===== src/rtl/bus_pkg.sv =====
// ---------------------------------------------------------------------------
// bus_pkg
// Shared constants and types for the bus_decoder block: default bus widths,
// the default region table, read-tracker geometry and the tracker entry type.
// No ports (package).
// ---------------------------------------------------------------------------
package bus_pkg;

    localparam int DEF_NUM_REGIONS = 4;
    localparam int DEF_ADDR_W      = 16;
    localparam int DEF_DATA_W      = 8;

    // Deepest supported read latency; the tracker has one stage per cycle.
    localparam int LAT_MAX = 3;
    localparam int LAT_W   = 2;

    // Region index width leaves room for up to 8 regions plus the marker.
    localparam int                IDX_W    = 4;
    // Tracker marker for reads that return zeros (unmapped or write-only).
    localparam logic [IDX_W-1:0]  ZERO_IDX = 4'hF;

    localparam logic [DEF_NUM_REGIONS*DEF_ADDR_W-1:0] DEF_REGION_BASE =
        {16'h2000, 16'h1000, 16'h0000, 16'h0000};
    localparam logic [DEF_NUM_REGIONS*DEF_ADDR_W-1:0] DEF_REGION_LIMIT =
        {16'h2960, 16'h10FF, 16'h07FF, 16'h0000};
    localparam logic [DEF_NUM_REGIONS*LAT_W-1:0] DEF_REGION_LAT =
        {2'd0, 2'd1, 2'd1, 2'd1};

    typedef struct packed {
        logic             valid;
        logic [IDX_W-1:0] idx;
    } trk_entry_t;

    // Inclusive range test. A region with lo > hi can never match.
    function automatic logic in_range(input logic [31:0] addr,
                                      input logic [31:0] lo,
                                      input logic [31:0] hi);
        return (addr >= lo) && (addr <= hi);
    endfunction

endpackage


===== src/rtl/bus_decoder_if.sv =====
// ---------------------------------------------------------------------------
// bus_decoder_if
// Bundle of the CPU data-port, target-side and fault signals of bus_decoder.
//   master : CPU/target side (drives requests, target read data, fault_clr)
//   slave  : the decoder (drives ready/rdata/rvalid, enables, fault state)
// ---------------------------------------------------------------------------
interface bus_decoder_if
    import bus_pkg::*;
#(
    parameter int ADDR_W      = DEF_ADDR_W,
    parameter int DATA_W      = DEF_DATA_W,
    parameter int NUM_REGIONS = DEF_NUM_REGIONS
);
    logic [ADDR_W-1:0]             m_addr;
    logic [DATA_W-1:0]             m_wdata;
    logic                          m_we;
    logic                          m_re;
    logic                          m_ready;
    logic [DATA_W-1:0]             m_rdata;
    logic                          m_rvalid;
    logic [NUM_REGIONS-1:0]        t_we;
    logic [NUM_REGIONS-1:0]        t_re;
    logic [ADDR_W-1:0]             t_addr;
    logic [DATA_W-1:0]             t_wdata;
    logic [NUM_REGIONS*DATA_W-1:0] t_rdata;
    logic                          fault;
    logic [ADDR_W-1:0]             fault_addr;
    logic                          fault_we;
    logic                          fault_clr;

    modport master (
        output m_addr, m_wdata, m_we, m_re, t_rdata, fault_clr,
        input  m_ready, m_rdata, m_rvalid, t_we, t_re, t_addr, t_wdata,
               fault, fault_addr, fault_we
    );

    modport slave (
        input  m_addr, m_wdata, m_we, m_re, t_rdata, fault_clr,
        output m_ready, m_rdata, m_rvalid, t_we, t_re, t_addr, t_wdata,
               fault, fault_addr, fault_we
    );

endinterface


===== src/rtl/bus_decoder_read_tracker.sv =====
// ---------------------------------------------------------------------------
// read_tracker
// In-order read-return pipeline. An accepted read of latency L is placed in
// stage L-1 and shifts toward stage 0 once per cycle; stage 0 produces the
// rvalid pulse and selects the returning target's data.
// Ports:
//   clk, rst      : clock, async active-high reset (drops outstanding reads)
//   i_push        : read accepted this cycle
//   i_push_lat    : effective latency of the accepted read (1..LAT_MAX)
//   i_push_idx    : region index, or ZERO_IDX for a zero-returning read
//   i_req_lat     : effective latency of the read currently requested
//   i_t_rdata     : packed per-target read data
//   o_stall       : the requested read would overtake an outstanding one
//   o_rvalid      : read data valid this cycle
//   o_rdata       : read data (zero when not valid)
// ---------------------------------------------------------------------------
module read_tracker
    import bus_pkg::*;
#(
    parameter int NUM_REGIONS = DEF_NUM_REGIONS,
    parameter int DATA_W      = DEF_DATA_W
) (
    input  logic                          clk,
    input  logic                          rst,
    input  logic                          i_push,
    input  logic [LAT_W-1:0]              i_push_lat,
    input  logic [IDX_W-1:0]              i_push_idx,
    input  logic [LAT_W-1:0]              i_req_lat,
    input  logic [NUM_REGIONS*DATA_W-1:0] i_t_rdata,
    output logic                          o_stall,
    output logic                          o_rvalid,
    output logic [DATA_W-1:0]             o_rdata
);

    trk_entry_t [LAT_MAX-1:0] r_stage;
    logic                     w_stall;
    logic [DATA_W-1:0]        w_rdata;

    always_ff @(posedge clk or posedge rst) begin
        if (rst) begin
            r_stage <= '0;
        end else begin
            for (int k = 0; k < LAT_MAX - 1; k++) begin
                r_stage[k] <= r_stage[k+1];
            end
            r_stage[LAT_MAX-1] <= '0;
            // The stall rule guarantees the target stage is vacated by the
            // shift, so the new entry never collides with an old one.
            for (int k = 0; k < LAT_MAX; k++) begin
                if (i_push && (i_push_lat == LAT_W'(k + 1))) begin
                    r_stage[k] <= trk_entry_t'{valid: 1'b1, idx: i_push_idx};
                end
            end
        end
    end

    // An entry in stage k returns k cycles from now; a new read of latency L
    // returns L cycles from now, so any entry with k >= L would be overtaken.
    always_comb begin
        w_stall = 1'b0;
        for (int k = 1; k < LAT_MAX; k++) begin
            if (r_stage[k].valid && (LAT_W'(k) >= i_req_lat)) begin
                w_stall = 1'b1;
            end
        end
    end

    // ZERO_IDX never matches a real region, so those reads return zeros.
    always_comb begin
        w_rdata = '0;
        if (r_stage[0].valid) begin
            for (int i = 0; i < NUM_REGIONS; i++) begin
                if (r_stage[0].idx == IDX_W'(i)) begin
                    w_rdata = i_t_rdata[i*DATA_W +: DATA_W];
                end
            end
        end
    end

    assign o_stall  = w_stall;
    assign o_rvalid = r_stage[0].valid;
    assign o_rdata  = w_rdata;

endmodule


===== src/rtl/bus_decoder.sv =====
// ---------------------------------------------------------------------------
// bus_decoder
// Memory-map decoder between the CPU data port and NUM_REGIONS targets.
// Priority-ordered region table (lowest index wins), per-region read latency
// with in-order return and stall, and sticky capture of the first unmapped
// access.
// Ports:
//   clk  : system clock
//   rst  : asynchronous active-high reset
//   bus  : bus_decoder_if.slave -- CPU request/response, target enables,
//          address/data passthrough, target read data, fault state/clear
// ---------------------------------------------------------------------------
module bus_decoder
    import bus_pkg::*;
#(
    parameter int                            NUM_REGIONS  = DEF_NUM_REGIONS,
    parameter int                            ADDR_W       = DEF_ADDR_W,
    parameter int                            DATA_W       = DEF_DATA_W,
    parameter logic [NUM_REGIONS*ADDR_W-1:0] REGION_BASE  = DEF_REGION_BASE,
    parameter logic [NUM_REGIONS*ADDR_W-1:0] REGION_LIMIT = DEF_REGION_LIMIT,
    parameter logic [NUM_REGIONS*LAT_W-1:0]  REGION_LAT   = DEF_REGION_LAT
) (
    input logic          clk,
    input logic          rst,
    bus_decoder_if.slave bus
);

    logic                   w_hit;
    logic [IDX_W-1:0]       w_hit_idx;
    logic [LAT_W-1:0]       w_hit_lat;
    logic                   w_wr_req;
    logic                   w_rd_req;
    logic                   w_rd_zero;
    logic [LAT_W-1:0]       w_req_lat;
    logic                   w_stall;
    logic                   w_ready;
    logic                   w_rd_accept;
    logic [IDX_W-1:0]       w_push_idx;
    logic [NUM_REGIONS-1:0] w_onehot;
    logic                   w_fault_ev;
    logic                   w_rvalid;
    logic [DATA_W-1:0]      w_rdata;

    logic                   r_fault;
    logic [ADDR_W-1:0]      r_fault_addr;
    logic                   r_fault_we;

    // Scan from the top so the lowest-index hit is the one that sticks.
    always_comb begin
        w_hit     = 1'b0;
        w_hit_idx = '0;
        w_hit_lat = '0;
        for (int i = NUM_REGIONS - 1; i >= 0; i--) begin
            if (in_range(32'(bus.m_addr),
                         32'(REGION_BASE[i*ADDR_W +: ADDR_W]),
                         32'(REGION_LIMIT[i*ADDR_W +: ADDR_W]))) begin
                w_hit     = 1'b1;
                w_hit_idx = IDX_W'(i);
                w_hit_lat = REGION_LAT[i*LAT_W +: LAT_W];
            end
        end
    end

    // Write has priority when both strobes are high.
    assign w_wr_req = bus.m_we;
    assign w_rd_req = bus.m_re & ~bus.m_we;

    // Unmapped and write-only reads still return (zeros) one cycle later.
    assign w_rd_zero  = !w_hit || (w_hit_lat == '0);
    assign w_req_lat  = w_rd_zero ? LAT_W'(1) : w_hit_lat;
    assign w_push_idx = w_rd_zero ? ZERO_IDX : w_hit_idx;

    assign w_ready     = !(w_rd_req && w_stall);
    assign w_rd_accept = w_rd_req && w_ready;
    assign w_onehot    = NUM_REGIONS'(1) << w_hit_idx;

    assign bus.t_we    = (!rst && w_wr_req && w_hit) ? w_onehot : '0;
    assign bus.t_re    = (!rst && w_rd_accept && !w_rd_zero) ? w_onehot : '0;
    assign bus.t_addr  = bus.m_addr;
    assign bus.t_wdata = bus.m_wdata;
    assign bus.m_ready = w_ready;

    read_tracker #(
        .NUM_REGIONS (NUM_REGIONS),
        .DATA_W      (DATA_W)
    ) u_read_tracker (
        .clk        (clk),
        .rst        (rst),
        .i_push     (w_rd_accept),
        .i_push_lat (w_req_lat),
        .i_push_idx (w_push_idx),
        .i_req_lat  (w_req_lat),
        .i_t_rdata  (bus.t_rdata),
        .o_stall    (w_stall),
        .o_rvalid   (w_rvalid),
        .o_rdata    (w_rdata)
    );

    assign bus.m_rvalid = w_rvalid;
    assign bus.m_rdata  = w_rdata;

    // A stalled read is not yet an access, so it cannot fault.
    assign w_fault_ev = (w_wr_req || w_rd_accept) && !w_hit;

    // A new fault in the same cycle as a clear is captured (set wins).
    always_ff @(posedge clk or posedge rst) begin
        if (rst) begin
            r_fault      <= 1'b0;
            r_fault_addr <= '0;
            r_fault_we   <= 1'b0;
        end else if (w_fault_ev && (!r_fault || bus.fault_clr)) begin
            r_fault      <= 1'b1;
            r_fault_addr <= bus.m_addr;
            r_fault_we   <= w_wr_req;
        end else if (bus.fault_clr) begin
            r_fault      <= 1'b0;
            r_fault_addr <= '0;
            r_fault_we   <= 1'b0;
        end
    end

    assign bus.fault      = r_fault;
    assign bus.fault_addr = r_fault_addr;
    assign bus.fault_we   = r_fault_we;

endmodule

===== src/flat_wrapper.sv =====
// flat-port wrapper written by rule: the top's interface ports become plain ports
module bus_decoder_flat import bus_pkg::*;
#(
    parameter int                            NUM_REGIONS  = DEF_NUM_REGIONS,
    parameter int                            ADDR_W       = DEF_ADDR_W,
    parameter int                            DATA_W       = DEF_DATA_W,
    parameter logic [NUM_REGIONS*ADDR_W-1:0] REGION_BASE  = DEF_REGION_BASE,
    parameter logic [NUM_REGIONS*ADDR_W-1:0] REGION_LIMIT = DEF_REGION_LIMIT,
    parameter logic [NUM_REGIONS*LAT_W-1:0]  REGION_LAT   = DEF_REGION_LAT
)
  (clk, rst, bus_m_addr, bus_m_wdata, bus_m_we, bus_m_re, bus_t_rdata, bus_fault_clr, bus_m_ready, bus_m_rdata, bus_m_rvalid, bus_t_we, bus_t_re, bus_t_addr, bus_t_wdata, bus_fault, bus_fault_addr, bus_fault_we);
  bus_decoder_if #(.ADDR_W(ADDR_W), .DATA_W(DATA_W), .NUM_REGIONS(NUM_REGIONS)) bus_i ();
  input logic clk;
  input logic rst;
  input wire logic [$bits(bus_i.m_addr)-1:0] bus_m_addr;
  input wire logic [$bits(bus_i.m_wdata)-1:0] bus_m_wdata;
  input wire logic [$bits(bus_i.m_we)-1:0] bus_m_we;
  input wire logic [$bits(bus_i.m_re)-1:0] bus_m_re;
  input wire logic [$bits(bus_i.t_rdata)-1:0] bus_t_rdata;
  input wire logic [$bits(bus_i.fault_clr)-1:0] bus_fault_clr;
  output wire logic [$bits(bus_i.m_ready)-1:0] bus_m_ready;
  output wire logic [$bits(bus_i.m_rdata)-1:0] bus_m_rdata;
  output wire logic [$bits(bus_i.m_rvalid)-1:0] bus_m_rvalid;
  output wire logic [$bits(bus_i.t_we)-1:0] bus_t_we;
  output wire logic [$bits(bus_i.t_re)-1:0] bus_t_re;
  output wire logic [$bits(bus_i.t_addr)-1:0] bus_t_addr;
  output wire logic [$bits(bus_i.t_wdata)-1:0] bus_t_wdata;
  output wire logic [$bits(bus_i.fault)-1:0] bus_fault;
  output wire logic [$bits(bus_i.fault_addr)-1:0] bus_fault_addr;
  output wire logic [$bits(bus_i.fault_we)-1:0] bus_fault_we;
  assign bus_i.m_addr = bus_m_addr;
  assign bus_i.m_wdata = bus_m_wdata;
  assign bus_i.m_we = bus_m_we;
  assign bus_i.m_re = bus_m_re;
  assign bus_i.t_rdata = bus_t_rdata;
  assign bus_i.fault_clr = bus_fault_clr;
  assign bus_m_ready = bus_i.m_ready;
  assign bus_m_rdata = bus_i.m_rdata;
  assign bus_m_rvalid = bus_i.m_rvalid;
  assign bus_t_we = bus_i.t_we;
  assign bus_t_re = bus_i.t_re;
  assign bus_t_addr = bus_i.t_addr;
  assign bus_t_wdata = bus_i.t_wdata;
  assign bus_fault = bus_i.fault;
  assign bus_fault_addr = bus_i.fault_addr;
  assign bus_fault_we = bus_i.fault_we;
  bus_decoder #(.NUM_REGIONS(NUM_REGIONS), .ADDR_W(ADDR_W), .DATA_W(DATA_W), .REGION_BASE(REGION_BASE), .REGION_LIMIT(REGION_LIMIT), .REGION_LAT(REGION_LAT)) u_core (.clk(clk), .rst(rst), .bus(bus_i));
endmodule

===== config.mk =====
export PLATFORM = sky130hd
export DESIGN_NAME = bus_decoder_flat
export DESIGN_NICKNAME = d
export VERILOG_FILES = /design/src/rtl/bus_pkg.sv /design/src/rtl/bus_decoder_if.sv /design/src/rtl/bus_decoder_read_tracker.sv /design/src/rtl/bus_decoder.sv /design/src/flat_wrapper.sv
export SDC_FILE = /design/constraint.sdc
export NUM_CORES = 1
export LEC_CHECK = 0
export BUFFER_PORTS_ARGS = -buffer_cell sky130_fd_sc_hd__clkbuf_2
export CORE_MARGIN = 2
export CORE_UTILIZATION = 37
export CTS_BUF_LIST = sky130_fd_sc_hd__clkbuf_4 sky130_fd_sc_hd__clkbuf_8
export CTS_CLUSTER_SIZE = 20
export DETAILED_ROUTE_END_ITERATION = 16
export GPL_TIMING_DRIVEN = 1
export PLACE_DENSITY = 0.87
export SYNTH_ARGS = -nofsm -noshare
export SYNTH_HDL_FRONTEND = slang
export SYNTH_SLANG_ARGS = --single-unit

===== constraint.sdc =====
create_clock -name clk -period 2.55 [get_ports clk]
set_clock_uncertainty 0.1 [all_clocks]
set_input_delay 0.3825 -clock clk [delete_from_list [all_inputs] [get_ports clk]]
set_output_delay 0.3825 -clock clk [all_outputs]
set_load 0.01 [all_outputs]

== Yosys cells after proc, flatten, opt, wreduce, memory -nomap -nowiden ==
Cells that the tools add are included.
Word-level totals
  logic and storage cells: 82
  input port bits: 61
  register bits: 33
  output and inout port bits: 60
Cells by class
  magnitude comparators: 8
  equality and inequality tests: 6
  reductions and logical operators: 26
  shift operators: 1
  mux-type cells: 30
  bitwise operators: 2
Operators by type and width (number)
  $mux 8: 5
  $mux 16: 2
  $mux 4: 6
  $ge 16x13->1 const B: 1
  $ge 16x14->1 const B: 1
  $le 16x1->1 const B: 1
  $le 16x11->1 const B: 1
  $le 16x13->1 const B: 1
  $le 16x14->1 const B: 1
  $logic_and 1x1->1: 15
  $mux 5: 3
  $mux 1: 13
  $eq 4x2->1 const B: 2
  $logic_not 1->1: 5
  $eq 2x2->1 const B: 2
  $eq 4x1->1 const B: 1
  $logic_not 4->1: 1
  $shl 1x4->4 const A: 1
  $logic_or 1x1->1: 3
  $eq 2x1->1 const B: 1
  $ge 1x2->1 const A: 1
  $ge 2x2->1 const A: 1
  $logic_not 2->1: 1
  $mux 2: 1
  other kinds (3): 3

== Depth between registers and ports, before layout ==
Gate-level depths: netlist (run 1).
  depth after elaboration: 20
  mapped depth: 8
  gate-level depth less buffers: 5

== Modules after synthesis ==
Synthesis (run 1) repeated with hierarchy kept, for this count alone.
Second synthesis, totals
  cells, all modules: 210
  area, all modules: 2170.8 µm²
Modules (own cells, without submodules)
  bus_decoder: cells an instance 144, area an instance 1318.8 µm², instances 1, seq. area each 450.4 µm²
  read_tracker: cells an instance 66, area an instance 852.1 µm², instances 1, seq. area each 375.4 µm²

== Worst setup path before layout (run 1) ==
OpenSTA, ideal clock, no wires.
  path kind: input to output
  from: in bus_m_addr[1]
  to: out bus_t_we[3]
  arrival: 2.065 ns
  path buffers: 1
  stages on the path: 5
  required time: 2.068 ns
  path slack: 0.002 ns
  cells stage by stage: or4_4 or4_4 a21oi_4 buf_2 and3_1
Between the ends
  cells in the longest elaborated chain, start to end: 8
  elaborated cells between the ends (all ways): 19
  those cells by class: order compare: 6; shift: 1; mux: 9; reduce/logical: 3
Ends and longest elaborated chain
  start, declared: line flat_wrapper.sv:15  | input wire logic [$bits(bus_i.m_addr)-1:0] bus_m_addr;
  $ge 16x14->1 or $le 16x14->1 (tied branches): line bus_pkg.sv:38  | return (addr >= lo) && (addr <= hi);
  $logic_and 1x1->1: line bus_pkg.sv:38
  $mux 2 or $mux 1 (tied branches): line bus_decoder.sv:54  | if (in_range(32'(bus.m_addr),
  $mux 4 or $mux 1 (tied branches) (3 in series): line bus_decoder.sv:54
  $shl 1x4->4 or $logic_and 1x1->1 (tied branches): line bus_decoder.sv:75, bus_decoder.sv:77
  $mux 4 (*): line bus_decoder.sv:77  | assign bus.t_we = (!rst && w_wr_req && w_hit) ? w_onehot : '0;
  end, declared: line flat_wrapper.sv:24  | output wire logic [$bits(bus_i.t_we)-1:0] bus_t_we;
Every way passes the cells marked *; elsewhere a longest branch is shown, timed or not.

== Final worst setup path (run 1) ==
  from: in bus_m_addr[2]
  to: out bus_t_we[3]
The elaborated chain is that of the path after synthesis.

==> results of run 1 <==
final cells by class:
cell class | instances | area, um^2 | share of cell area [%]
clock inverter | 1 | 30.0 | 1.45
inverter | 5 | 18.8 | 0.906
multi-input combinational | 110 | 782 | 37.7
clock buffer | 3 | 41.3 | 1.99
sequential | 22 | 551 | 26.6
timing repair buffer | 111 | 587 | 28.3
tap | 50 | 62.6 | 3.02
cells in the mapped netlist, drive strengths merged:
cell type | count | share of area [%]
nand4 | 2 | 0.78
dfrtp | 22 | 34
conb | 2 | 0.47
o21ai | 2 | 0.63
a31o | 12 | 6.6
and3 | 1 | 0.39
a32o | 2 | 1.3
inv | 5 | 1.2
nor2b | 2 | 0.78
clkbuf | 6 | 1.5
o211ai | 2 | 0.94
o22ai | 8 | 3.1
nor2 | 18 | 4.2
or3 | 3 | 1.2
nand2 | 5 | 1.2
or4 | 3 | 1.9
o22a | 1 | 0.55
or2 | 2 | 0.78
nor3b | 12 | 5.6
a21oi | 6 | 2.6
mux2 | 17 | 12
nand3 | 1 | 0.31
nand2b | 4 | 1.6
buf | 31 | 14
o32ai | 1 | 0.55
nor3 | 4 | 1.3
critical path, stage by stage:
cell and delay [ns]:
clkbuf_2 0.10, or4_4 0.53, or4_4 0.52, a21oi_4 0.20
and3_4 0.20, buf_6 0.09
cell usage in the layout, fill, tap and decap left out, drive strengths merged:
cell / synthesis / routed
nor3b: 12 / 12
nor3: 4 / 4
a32o: 2 / 2
clkbuf: 6 / 104
nand3: 1 / 1
a31o: 12 / 12
dlygate4sd3: 0 / 1
nand4: 2 / 2
o21ai: 2 / 2
or4: 3 / 3
nand2: 5 / 5
dfrtp: 22 / 22
nand2b: 4 / 4
buf: 31 / 9
a21oi: 6 / 6
conb: 2 / 2
o32ai: 1 / 1
inv: 5 / 5
bufinv: 0 / 1
nor2: 18 / 18
o211ai: 2 / 2
o22a: 1 / 1
o22ai: 8 / 8
or2: 2 / 2
nor2b: 2 / 2
or3: 3 / 3
mux2: 17 / 17
and3: 1 / 1
final timing paths:
path                            depth (start not counted)  slack [ns]                  endpoint
worst max-delay path                                    6        0.04               bus_t_we[3]
worst min-delay path                                    2        0.27          u_core.bus.fault
worst max register to register                          5        0.85  u_core.bus.fault_addr[3]
worst min register to register                          1        0.40  u_core.bus.fault_addr[5]
max in group asynchronous                               4        1.37  u_core.bus.fault_addr[9]
min in group asynchronous                               3        0.50          u_core.bus.fault
logic make-up after synthesis:
group,share of synthesized area (%)
buf+inv,17.0
other cells,0.469
mux,12.0
compound gates,16.2
simple gates,19.9
flops,34.4
metrics by stage:
| step | total power [mW] | TNS (ns) | cell area (um^2) |
|---|---|---|---|
| floorplan | 0.590 | 0 | 1600 |
| global placement | 0.677 | 0 | 1980 |
| detailed placement | 0.682 | -0.00645 | 1980 |
| CTS | 1.00 | 0 | 2060 |
| global route | 1.05 | 0 | 2070 |
| finish | 0.997 | 0 | 2070 |
flip-flops by register name, indices dropped and copies added (netlist names):
| register | flops |
|---|---|
| u_core.bus.fault | 1 |
| u_core.bus.fault_addr | 16 |
| u_core.bus.fault_we | 1 |
| u_core.u_read_tracker.o_rvalid | 1 |
| u_core.u_read_tracker.r_stage | 3 |
repair_timing:
item	CTS	global route
setup endpoints to repair	1	1
gates cloned	0	0
resized for setup	0	3
pin swaps	1	4
hold buffers	1	0
hold endpoints to repair	2	0
power groups by stage:
stage,sequential (mW),clock [mW],combinational (mW)
4_1_cts,0.407,0.325,0.272
3_5_place_dp,0.413,0,0.269
3_3_place_gp,0.413,0,0.264
5_1_grt,0.413,0.338,0.297
2_1_floorplan,0.419,0,0.171
6_report,0.406,0.322,0.269
routing by layer:
metal	GRT usage (%)	share of wire [%]	wire length (um)
met2	31.2	51	2180
met3	1.89	9.4	398
met1	21.5	37	1590
met5	0	0	0
met4	6.84	1.8	77
==> flow_summary_export.csv, run 1 <==
group,metric,value,unit
sta,setup_viol_count_final,0,
routing,vias,1568,
sta,timing.slew.headroom,60.0,%
sta,slew_violations,0,
logic_synthesis,synth_nets,235,
floorplan,die_width,69.8,um
hold_path,hold_path_class,"in -> reg",
floorplan,core-area,4090,um^2
flow_run,max-cap-violations,0,
clocking,post_cts_buffers,0,
power,seqPwrFrac,40.7,%
sta,fin_crit,2.51,ns
cells_and_area,diodes,0,
clocking,cts_tree,"yes",
cells_and_area,fillers,375,
sta,hold_violations,0,
power,combPwrFrac,27.0,%
setup_path,cp-start-kind,"input port",
power,p_int,0.725,mW
power,p_switching,0.272,mW
grt,grt_pass1_vias,1525,
routing,drc_errors,0,
place,place_inst,297,
clocking,clkSinkCount,22,
cells_and_area,drive_gt1_share,54.4,%
logic_synthesis,avgSynthCellArea,9.20,um^2
grt,grt_max_degree,21,
outcome,status,"finished clean",
logic_synthesis,syn_area,1600,um^2
sta,finalCritPeriodShare,98.3,%
clocking,cts.clk_slew.worst_paths,0.08,ns
sta,whs,0.267,ns
power,p_sw_share,27.3,%
clocking,htreeDepth,1,
routing,ant_nets,0,
sta,worstMarginPinSlew,0.600,ns
setup_path,worst-endpoint-required,2.07,ns
cells_and_area,final_core_utilization,50.7,%
cells_and_area,nets,314,
setup_path,reg2reg_from,"u_core.bus.fault",
clocking,clockBufferDepth,2,
routing,drt_wl_total,4.24,mm
floorplan,die_area,4870,um^2
logic_synthesis,synth.ff_latch_count,22,
place,place.gp.congestion,0.813,
floorplan,die_h,69.8,um
floorplan,start_util,39.2,%
routing,viasPerCell,5.19,
clocking,clockRootBuffer,"clkbuf_8",
power,p_leak,1.06,nW
logic_synthesis,syn_inst,174,
power,clkPwrFrac,32.3,%
place,dp_hpwl,3.42,mm
setup_path,cp_max_fo,4,
clocking,cts_buffers,3,
grt,grt_antenna_before_repair,0,
sta,setup_ws,0.0435,ns
routing,dr.pass1.iters,4,
hold_path,min-delay-start,"bus_fault_clr",
cells_and_area,fin_cells,302,
cells_and_area,area_growth_syn_to_layout,29.5,%
routing,initialDrtViolationCount,37,
grt,grt.total_usage,17.5,%
clocking,insertion_delay,0.26,ns
logic_synthesis,yosys_warnings,0,
routing,wl_per_cell,14.0,um
setup_path,path_class,"in -> out",
floorplan,row_count,23,
setup_path,cp.arrival,2.02,ns
setup_path,endpoint_kind,"primary output",
sta,timing.fmax,399,MHz
logic_synthesis,synth_seq_area_share,34.4,%
grt,grt-ovfl-total,0,
setup_path,startpoint,"bus_m_addr[2]",
grt,grt_pass1_wl,7.04,mm
sta,rsz0062_at_grt,"false",
floorplan,io_pins,121,
place,pre_cts_slack,-0.00645,ns
place,numPortBuffers,102,
logic_synthesis,synthDistinctLibCells,35,
power,pwr_density_cell,481,nW/um^2
power,max-vdd-ir-drop,0.344,mV
(Power assumes the default switching activity.)
==> inputs of run 2 (changes only) <==
Settings changed: CORE_UTILIZATION 37 to 41, PLACE_DENSITY 0.87 to 0.91.
Clock period 2.55 ns to 2.45 ns, I/O delays scaled along.
==> run 2 against run 1 <==
  * Hold slack better by 0.0086 ns
  * Via count up 1.3%
  * First-iteration DRC count up 8.1%
  * Largest power group unchanged
  * Register-to-register slack worse by 0.11 ns
  * Setup slack better by 0.0083 ns
  * Final area down 0.36%
  * Sequential share of layout area up 0.097 points
  * Largest cell class unchanged
  * Highest routed layer unchanged
  * Non-clock buffer count up 3
==> flow_summary_export.csv, run 2 (synthesis results as in run 1) <==
group,metric,value,unit
outcome,status,"finished clean",
sta,worstMarginPinSlew,0.598,ns
place,numPortBuffers,102,
routing,vias,1588,
grt,grt-ovfl-total,0,
setup_path,worst-endpoint-required,1.98,ns
setup_path,endpoint_kind,"primary output",
grt,grt_antenna_before_repair,0,
routing,wl_per_cell,14.7,um
grt,grt_max_degree,17,
power,max-vdd-ir-drop,0.314,mV
power,p_sw_share,30.0,%
sta,setup_viol_count_final,0,
sta,finalCritPeriodShare,97.9,%
clocking,clockRootBuffer,"clkbuf_8",
setup_path,cp-start-kind,"input port",
sta,hold_violations,0,
routing,dr.pass1.iters,4,
floorplan,die_width,66.5,um
routing,drc_errors,0,
sta,slew_violations,0,
floorplan,die_h,66.5,um
grt,grt_pass1_wl,6.83,mm
place,pre_cts_slack,-0.0376,ns
floorplan,core-area,3720,um^2
routing,ant_nets,0,
clocking,cts.clk_slew.worst_paths,0.08,ns
routing,drt_wl_total,4.45,mm
place,place.gp.congestion,0.810,
clocking,clockBufferDepth,2,
floorplan,die_area,4420,um^2
cells_and_area,final_core_utilization,55.6,%
power,p_int,0.683,mW
cells_and_area,diodes,0,
cells_and_area,area_growth_syn_to_layout,29.0,%
sta,timing.slew.headroom,60.1,%
floorplan,start_util,43.1,%
hold_path,hold_path_class,"in -> reg",
grt,grt_pass1_vias,1536,
power,seqPwrFrac,43.3,%
sta,fin_crit,2.40,ns
clocking,cts.repair.resized,0,
clocking,htreeDepth,1,
power,p_switching,0.292,mW
cells_and_area,drive_gt1_share,54.5,%
power,pwr_density_cell,473,nW/um^2
routing,initialDrtViolationCount,40,
floorplan,row_count,22,
setup_path,path_class,"in -> out",
cells_and_area,nets,317,
power,p_leak,1.07,nW
cells_and_area,largest_reg_flops,16,
floorplan,io_pins,121,
clocking,cts_tree,"yes",
place,dp_hpwl,3.62,mm
grt,grt.total_usage,20.0,%
sta,setup_ws,0.0517,ns
clocking,insertion_delay,0.26,ns
setup_path,cp_max_fo,2,
sta,rsz0062_at_grt,"false",
flow_run,max-cap-violations,0,
cells_and_area,layout_common_cells,"102 x clkbuf_2, 22 x dfrtp_1, 18 x nor2_1",
power,combPwrFrac,29.5,%
setup_path,cp.arrival,1.93,ns
cells_and_area,mostFrequentLayoutCell,"clkbuf_2",
routing,viasPerCell,5.24,
power,clkPwrFrac,27.2,%
sta,timing.fmax,417,MHz
clocking,cts_buffers,3,
clocking,clkSinkCount,22,
==> run 2: cell types whose count changed in the layout (fill, tap and decap cells not counted) <==
cell / before / now
buf_6: 1 / 0
clkbuf_8: 3 / 4
and3_1: 0 / 1
bufinv_16: 1 / 0
and3_4: 1 / 0
clkbuf_2: 101 / 102
buf_4: 8 / 11
==> run 2: worst paths after layout <==
path / to / slack, ns / from / depth (start not counted)
max in group asynchronous: u_core.bus.fault_addr[13] / 1.23 / rst / 4
max: bus_t_we[3] / 0.05 / bus_m_addr[4] / 6
min reg2reg: u_core.bus.fault_addr[10] / 0.41 / u_core.bus.fault_addr[10] / 1
min in group asynchronous: u_core.bus.fault_addr[12] / 0.51 / rst / 3
max reg2reg: u_core.bus.fault_we / 0.74 / u_core.bus.fault / 5
min: u_core.bus.fault / 0.28 / bus_fault_clr / 2
==> run 2: worst max-delay path: stages <==
cell and delay [ns]:
clkbuf_2 0.09, or4_4 0.53, or4_4 0.51, a21oi_4 0.15
and3_1 0.15, clkbuf_2 0.13
==> run 2: routing by layer <==
metal | up-vias | global-route usage (%) | wire [um]
li1 | 756 | - | -
met1 | 736 | 20.8 | 1670
met2 | 89 | 39.0 | 2340
met3 | 7 | 3.38 | 389
met4 | 0 | 8.16 | 55
met5 | - | 0 | 0
==> run 2: layout make-up <==
type,count,area (um^2)
timing repair buffer,114,603
sequential,22,551
tap,48,60.1
clock buffer,4,55.1
inverter,5,18.8
multi-input combinational,110,777
fill,335,1650
==> run 2: stage by stage <==
stage / instances / hold WS, ns / TNS (ns) / total power, mW / instance area [um^2]
after floorplan: 174 / 0.271 / 0 / 0.615 / 1610
after global placement: 295 / 0.259 / -0.0326 / 0.706 / 1980
after detailed placement: 295 / 0.263 / -0.0478 / 0.714 / 1980
after CTS: 302 / 0.277 / -0.0299 / 0.978 / 2060
after global routing: 303 / 0.282 / 0 / 1.02 / 2060
final: 303 / 0.276 / 0 / 0.976 / 2060
==> run 2: power by group through the flow <==
stage | registers, mW | logic, mW | clock network [mW]
5_1_grt | 0.428 | 0.315 | 0.281
4_1_cts | 0.423 | 0.290 | 0.266
3_3_place_gp | 0.429 | 0.278 | 0
6_report | 0.423 | 0.287 | 0.265
2_1_floorplan | 0.436 | 0.179 | 0
3_5_place_dp | 0.429 | 0.285 | 0
==> run 2: timing repair <==
item                                    in CTS  in global routing
hold buffers                                 1                  0
setup buffers                                2                  1
endpoints found under the hold margin        7                  0
pin swaps                                    4                  2
endpoints found under the setup margin       1                  1
